### config.mk
export PLATFORM = sky130hd
export DESIGN_NAME = mem_access
export DESIGN_NICKNAME = d
export VERILOG_FILES = /design/src/rtl/mem_access.sv
export SDC_FILE = /design/constraint.sdc
export NUM_CORES = 1
export LEC_CHECK = 0
export CAP_MARGIN = 20
export CORE_UTILIZATION = 35
export CTS_CLUSTER_DIAMETER = 60
export DETAILED_ROUTE_END_ITERATION = 7
export DONT_BUFFER_PORTS = 1
export SYNTH_ARGS = -nofsm -noshare
export SYNTH_HDL_FRONTEND = slang
export SYNTH_SLANG_ARGS = --single-unit
### constraint.sdc
create_clock -name clk_i -period 4.98 [get_ports clk_i]
set_input_delay 0.996 -clock clk_i [delete_from_list [all_inputs] [get_ports clk_i]]
set_output_delay 0.996 -clock clk_i [all_outputs]
set_load 0.05 [all_outputs]
### src/rtl/mem_access.sv
// rtl/mem_access.sv - RV32I load/store unit on the EX->MEM boundary
// Drives a req/gnt/rvalid data bus and emits a registered one-cycle writeback record.
module mem_access #(
  parameter int unsigned TIMEOUT = 255
) (
  input  logic        clk_i,
  input  logic        reset_i,
  input  logic        valid_i,
  input  logic [31:0] alu_result_i,
  input  logic [31:0] read_data2_i,
  input  logic [4:0]  write_reg_i,
  input  logic        regwrite_i,
  input  logic        memread_i,
  input  logic        memwrite_i,
  input  logic [2:0]  funct3_i,
  output logic        stall_o,
  output logic        dmem_req_o,
  output logic        dmem_we_o,
  output logic [31:0] dmem_addr_o,
  output logic [3:0]  dmem_be_o,
  output logic [31:0] dmem_wdata_o,
  input  logic        dmem_gnt_i,
  input  logic        dmem_rvalid_i,
  input  logic [31:0] dmem_rdata_i,
  output logic        wb_valid_o,
  output logic [31:0] wb_data_o,
  output logic [4:0]  wb_reg_o,
  output logic        wb_regwrite_o,
  output logic        exc_o,
  output logic [1:0]  exc_cause_o
);

  typedef enum logic [1:0] {IDLE = 2'd0, REQ = 2'd1, WAIT = 2'd2} state_t;

  localparam logic [15:0] LAST = 16'(TIMEOUT - 1);

  state_t      state, state_nxt;
  logic [15:0] cnt;
  logic [31:0] alu_q;
  logic [4:0]  rd_q;
  logic        rw_q;
  logic [2:0]  f3_q;
  logic [1:0]  off_q;

  logic        is_mem, illegal, misaligned, accept_mem, timeout_hit;
  logic [3:0]  be_new;
  logic [31:0] wdata_new, lane, load_data;
  logic        wb_fire, wb_exc_nxt, wb_rw_nxt;
  logic [1:0]  wb_cause_nxt;
  logic [31:0] wb_data_nxt;
  logic [4:0]  wb_reg_nxt;

  assign stall_o     = (state != IDLE);
  assign dmem_req_o  = (state == REQ);
  assign timeout_hit = (cnt == LAST);

  always_comb begin
    is_mem     = memread_i | memwrite_i;
    illegal    = (memread_i & memwrite_i)
               | (memread_i & ((funct3_i == 3'd3) | (funct3_i == 3'd6) | (funct3_i == 3'd7)))
               | (memwrite_i & (funct3_i > 3'd2));
    misaligned = ((funct3_i[1:0] == 2'd2) & (alu_result_i[1:0] != 2'd0))
               | ((funct3_i[1:0] == 2'd1) & alu_result_i[0]);
    accept_mem = valid_i & is_mem & ~illegal & ~misaligned;
    be_new     = 4'b1111;
    wdata_new  = read_data2_i;
    case (funct3_i[1:0])
      2'd0: begin
        be_new    = 4'b0001 << alu_result_i[1:0];
        wdata_new = {4{read_data2_i[7:0]}};
      end
      2'd1: begin
        be_new    = alu_result_i[1] ? 4'b1100 : 4'b0011;
        wdata_new = {2{read_data2_i[15:0]}};
      end
      default: ;
    endcase
    if (!memwrite_i) be_new = 4'b0000;
  end

  // Bring the addressed lane down to bit 0, then width/sign extend.
  always_comb begin
    lane = dmem_rdata_i >> {off_q, 3'b000};
    case (f3_q)
      3'd0:    load_data = {{24{lane[7]}}, lane[7:0]};
      3'd1:    load_data = {{16{lane[15]}}, lane[15:0]};
      3'd4:    load_data = {24'd0, lane[7:0]};
      3'd5:    load_data = {16'd0, lane[15:0]};
      default: load_data = lane;
    endcase
  end

  always_comb begin
    state_nxt    = state;
    wb_fire      = 1'b0;
    wb_exc_nxt   = 1'b0;
    wb_cause_nxt = 2'd0;
    wb_data_nxt  = alu_q;
    wb_reg_nxt   = rd_q;
    wb_rw_nxt    = 1'b0;
    case (state)
      IDLE: begin
        if (valid_i) begin
          wb_data_nxt = alu_result_i;
          wb_reg_nxt  = write_reg_i;
          if (!is_mem) begin
            wb_fire   = 1'b1;
            wb_rw_nxt = regwrite_i & (write_reg_i != 5'd0);
          end else if (illegal) begin
            wb_fire      = 1'b1;
            wb_exc_nxt   = 1'b1;
            wb_cause_nxt = 2'd1;
          end else if (misaligned) begin
            wb_fire      = 1'b1;
            wb_exc_nxt   = 1'b1;
            wb_cause_nxt = 2'd0;
          end else begin
            state_nxt = REQ;
          end
        end
      end
      REQ: begin
        if (dmem_gnt_i) begin
          if (dmem_we_o) begin
            state_nxt = IDLE;
            wb_fire   = 1'b1;
          end else begin
            state_nxt = WAIT;
          end
        end else if (timeout_hit) begin
          state_nxt    = IDLE;
          wb_fire      = 1'b1;
          wb_exc_nxt   = 1'b1;
          wb_cause_nxt = 2'd2;
        end
      end
      WAIT: begin
        if (dmem_rvalid_i) begin
          state_nxt   = IDLE;
          wb_fire     = 1'b1;
          wb_data_nxt = load_data;
          wb_rw_nxt   = rw_q & (rd_q != 5'd0);
        end else if (timeout_hit) begin
          state_nxt    = IDLE;
          wb_fire      = 1'b1;
          wb_exc_nxt   = 1'b1;
          wb_cause_nxt = 2'd2;
        end
      end
      default: state_nxt = IDLE;
    endcase
  end

  always_ff @(posedge clk_i or negedge reset_i) begin
    if (!reset_i) state <= IDLE;
    else          state <= state_nxt;
  end

  always_ff @(posedge clk_i or negedge reset_i) begin
    if (!reset_i) begin
      cnt           <= 16'd0;
      alu_q         <= 32'd0;
      rd_q          <= 5'd0;
      rw_q          <= 1'b0;
      f3_q          <= 3'd0;
      off_q         <= 2'd0;
      dmem_we_o     <= 1'b0;
      dmem_addr_o   <= 32'd0;
      dmem_be_o     <= 4'd0;
      dmem_wdata_o  <= 32'd0;
      wb_valid_o    <= 1'b0;
      wb_data_o     <= 32'd0;
      wb_reg_o      <= 5'd0;
      wb_regwrite_o <= 1'b0;
      exc_o         <= 1'b0;
      exc_cause_o   <= 2'd0;
    end else begin
      cnt        <= (state == IDLE) ? 16'd0 : cnt + 16'd1;
      wb_valid_o <= wb_fire;
      if (wb_fire) begin
        wb_data_o     <= wb_data_nxt;
        wb_reg_o      <= wb_reg_nxt;
        wb_regwrite_o <= wb_rw_nxt;
        exc_o         <= wb_exc_nxt;
        exc_cause_o   <= wb_cause_nxt;
      end
      if (state == IDLE && valid_i) begin
        alu_q <= alu_result_i;
        rd_q  <= write_reg_i;
        rw_q  <= regwrite_i;
        f3_q  <= funct3_i;
        off_q <= alu_result_i[1:0];
      end
      // Bus fields only move when a new access starts, so they stay stable through REQ.
      if (state == IDLE && accept_mem) begin
        dmem_we_o    <= memwrite_i;
        dmem_addr_o  <= {alu_result_i[31:2], 2'b00};
        dmem_be_o    <= be_new;
        dmem_wdata_o <= wdata_new;
      end
    end
  end

endmodule

==> impl_metrics.py <==
metrics = {
    "outcome": {
        "status": "completed",
    },
    "drt": {
        "drc": 0,
        "vias_per_cell": 5.49,
        "initialDrtViolationCount": 443,
        "antenna_left": 0,
        "dr_total_vias": 6385,
        "wirelength_mm": 23.6,
        "post_drt_wl_per_cell_um": 20.3,
        "first_pass_iters": 7,
    },
    "pwr": {
        "p_sw_frac": 0.487,
        "power_density_mw_per_mm2": 644,
        "total_power_uw": 6040,
        "p_leak_uw": 0.00414,
        "intPower_uw": 3100,
        "power.switching_uw": 2940,
        "p_comb_frac": 0.187,
        "clockPowerShare": 0.223,
        "power.share.sequential": 0.589,
        "ir_worst_vdd_v": 0.000256,
    },
    "critical_path": {
        "path_delay_family": "simple AND/OR/NAND/NOR gates",
        "critPathKind": "reg -> out",
        "cp_data_arrival_time_ps": 2070,
        "cp_slowest_cell": "nor2b_1",
        "critPathLaunchType": "flop",
        "critPathLaunch": "state[0]",
        "critPathMaxFanout": 15,
        "critPathMaxStageDelay_ps": 870,
        "reg2reg_slack_ps": 2140,
        "reg2reg_to": "wb_data_o[26]",
        "r2r-start": "alu_q[1]",
        "path_cells": "nor2b_1",
        "worstPathRequired_ps": 3980,
        "cp.buffers_inverters": 0,
        "cp-end-kind": "primary output",
        "crit_cells": 1,
        "reg2reg_depth": 5,
        "crit_end": "dmem_req_o",
    },
    "floorplan": {
        "core-area_mm2": 0.0237,
        "rows": 56,
        "ios": 225,
        "die_y_um": 158,
        "die_w_um": 158,
        "initial_utilization": 0.361,
        "dieArea_mm2": 0.0250,
    },
    "sta": {
        "slew_violations": 0,
        "setup_tns_ps": 0,
        "setup_viol": 0,
        "clock_skew_ps": 12.9,
        "rsz0062_at_grt": "no",
        "fmax_ghz": 0.326,
        "timing_hold_violations_final": 0,
        "worst_slew_pin_slew_ps": 1080,
        "fin_crit_sh": 0.615,
        "period_needed_ps": 3060,
        "slew_headroom": 0.277,
        "fin_ws_ps": 1920,
    },
    "grt": {
        "antenna_found_initial": 0,
        "grt_first_pass_wirelength_mm": 36.2,
        "grt_pass1_vias": 6322,
        "grt-ovfl-total": 0,
        "grt_max_degree": 169,
        "grt_usage": 0.192,
    },
    "cts": {
        "ctsHoldBuffers": 0,
        "cts_root_buffer": "clkbuf_16",
        "htreeDepth": 4,
        "clock_sinks": 168,
        "cts.repair_timing.setup_buffer_count": 0,
        "path_clk_slew_ps": 70,
        "cts_tree": "built",
        "cts-resized-gates": 0,
        "cts_buffers": 17,
        "clock_latency_ps": 430,
        "cts_max_path_buffers": 2,
    },
    "finish": {
        "multi_input_area_mm2": 0.00405,
        "drive_above_1_share": 0.157,
        "n_fill_cell": 2371,
        "area_delta_synth_final_pct": 9.84,
        "stdcell_area_mm2": 0.00939,
        "final_core_util": 0.396,
        "diodes": 0,
        "seq_area_mm2": 0.00420,
        "final_nets": 944,
    },
    "synthesis": {
        "synth_flop_cell": "dfrtp_1",
        "synth_commonest_cells": "nand2_1, dfrtp_1, mux2_2",
        "yosys-top-cells-area": "dfrtp_1, mux2_2, nand2_1",
        "synthSimpleGateAreaFrac": 0.159,
        "ys_seq_elements": 168,
        "synthMuxAreaShare": 0.161,
        "synth_fa_ha_area_frac": 0.00293,
        "async_flop_share": 1.00,
        "yosysTopAreaCellShare": 0.492,
        "syn_area_per_cell_um2": 9.91,
        "synth_xor_area_frac": 0.0123,
        "yosysMostFrequentCell": "nand2_1",
        "seq_area_frac_synth": 0.492,
        "synth_top_family_by_area": "multiplexers",
        "yosysWarnings": 0,
        "synth_cells": 862,
        "synth_edf_count": 0,
        "synth_area_mm2": 0.00855,
        "synth_top_area_cell": "dfrtp_1",
        "synth_cell_type_count": 60,
        "synth_compound_area_frac": 0.136,
    },
    "place": {
        "place_congestion": 0.844,
        "numPortBuffers": 0,
        "pre_cts_ws_ps": 2100,
        "post-dp-hpwl_mm": 16.1,
        "placed_area_mm2": 0.00874,
    },
    "hold_path": {
        "holdCritPathClass": "in -> async",
    },
    "flow_run": {
        "cap_violations": 0,
    },
}
[through the flow]
stage | cells | hold slack, ps
floorplan | 863 | 446
global placement | 1127 | 457
detailed placement | 1128 | 463
CTS | 1160 | 236
global route | 1162 | 241
finish | 1162 | 269
[worst min path at each step]
| stage | start | end | slack [ps] | cells past startpoint |
|---|---|---|---|---|
| 3_3_place_gp | alu_q[4] | alu_q[4] | 460 | 2 |
| 6_report | reset_i | dmem_addr_o[21] | 270 | 0 |
| 3_5_place_dp | alu_q[4] | alu_q[4] | 460 | 2 |
| 5_1_grt | reset_i | wb_data_o[13] | 240 | 0 |
| 2_1_floorplan | rw_q | rw_q | 450 | 2 |
| 4_1_cts | reset_i | dmem_addr_o[11] | 240 | 0 |
[per-layer routing]
| metal | vias up | track usage | wire length (um) |
|---|---|---|---|
| met5 | - | 0 | 0 |
| met4 | 0 | 0.0554 | 264 |
| met3 | 21 | 0.0651 | 2590 |
| met2 | 290 | 0.303 | 10800 |
| met1 | 3118 | 0.250 | 9960 |
| li1 | 2956 | - | - |
[power by group through the flow]
stage	sequential, uW	clock (uW)	combinational, uW
2_1_floorplan	3440	0	965
3_3_place_gp	3590	0	1100
3_5_place_dp	3590	0	1130
4_1_cts	3570	1390	1130
5_1_grt	3640	1440	1260
6_report	3560	1350	1130
[registers in the layout, summed over array words and instances (netlist names), 2 cells and up]
register	count
cnt	16
exc_cause_o	2
f3_q	3
dmem_wdata_o	32
state	2
rd_q	5
wb_data_o	32
dmem_be_o	4
dmem_addr_o	30
wb_reg_o	5
alu_q	32
[cells in the final DEF (no fill, tap or decap), types with 7 or more instances in the layout]
cell       count
nand3_1       14
nand2_1      176
a2bb2oi_1     23
clkbuf_16     17
mux2i_1       37
a21oi_1       60
o2111ai_1      7
nor2b_1       30
nor2_1        38
o21ai_0       51
xor2_1        10
dfrtp_1      168
mux2_2        81
inv_1          8
a21o_1         8
o211ai_1      17
[cell families (layout without fill, tap and decap cells)]
| group | Yosys count | after routing |
|---|---|---|
| simple gates | 300 | 300 |
| compound gates | 185 | 185 |
| flops | 168 | 168 |
| mux | 124 | 124 |
| buf+inv | 70 | 50 |
| xor+xnor | 12 | 12 |
| fa+ha+maj | 2 | 2 |
| other cells | 1 | 2 |
[layout make-up]
| type | count | area share |
|---|---|---|
| clock inverter | 15 | 0.0188 |
| tap | 319 | 0.0425 |
| timing repair buffer | 8 | 0.00973 |
| clock buffer | 17 | 0.0453 |
| sequential | 168 | 0.448 |
| inverter | 10 | 0.00400 |
| multi-input combinational | 625 | 0.432 |
(Power assumes the default switching activity.)
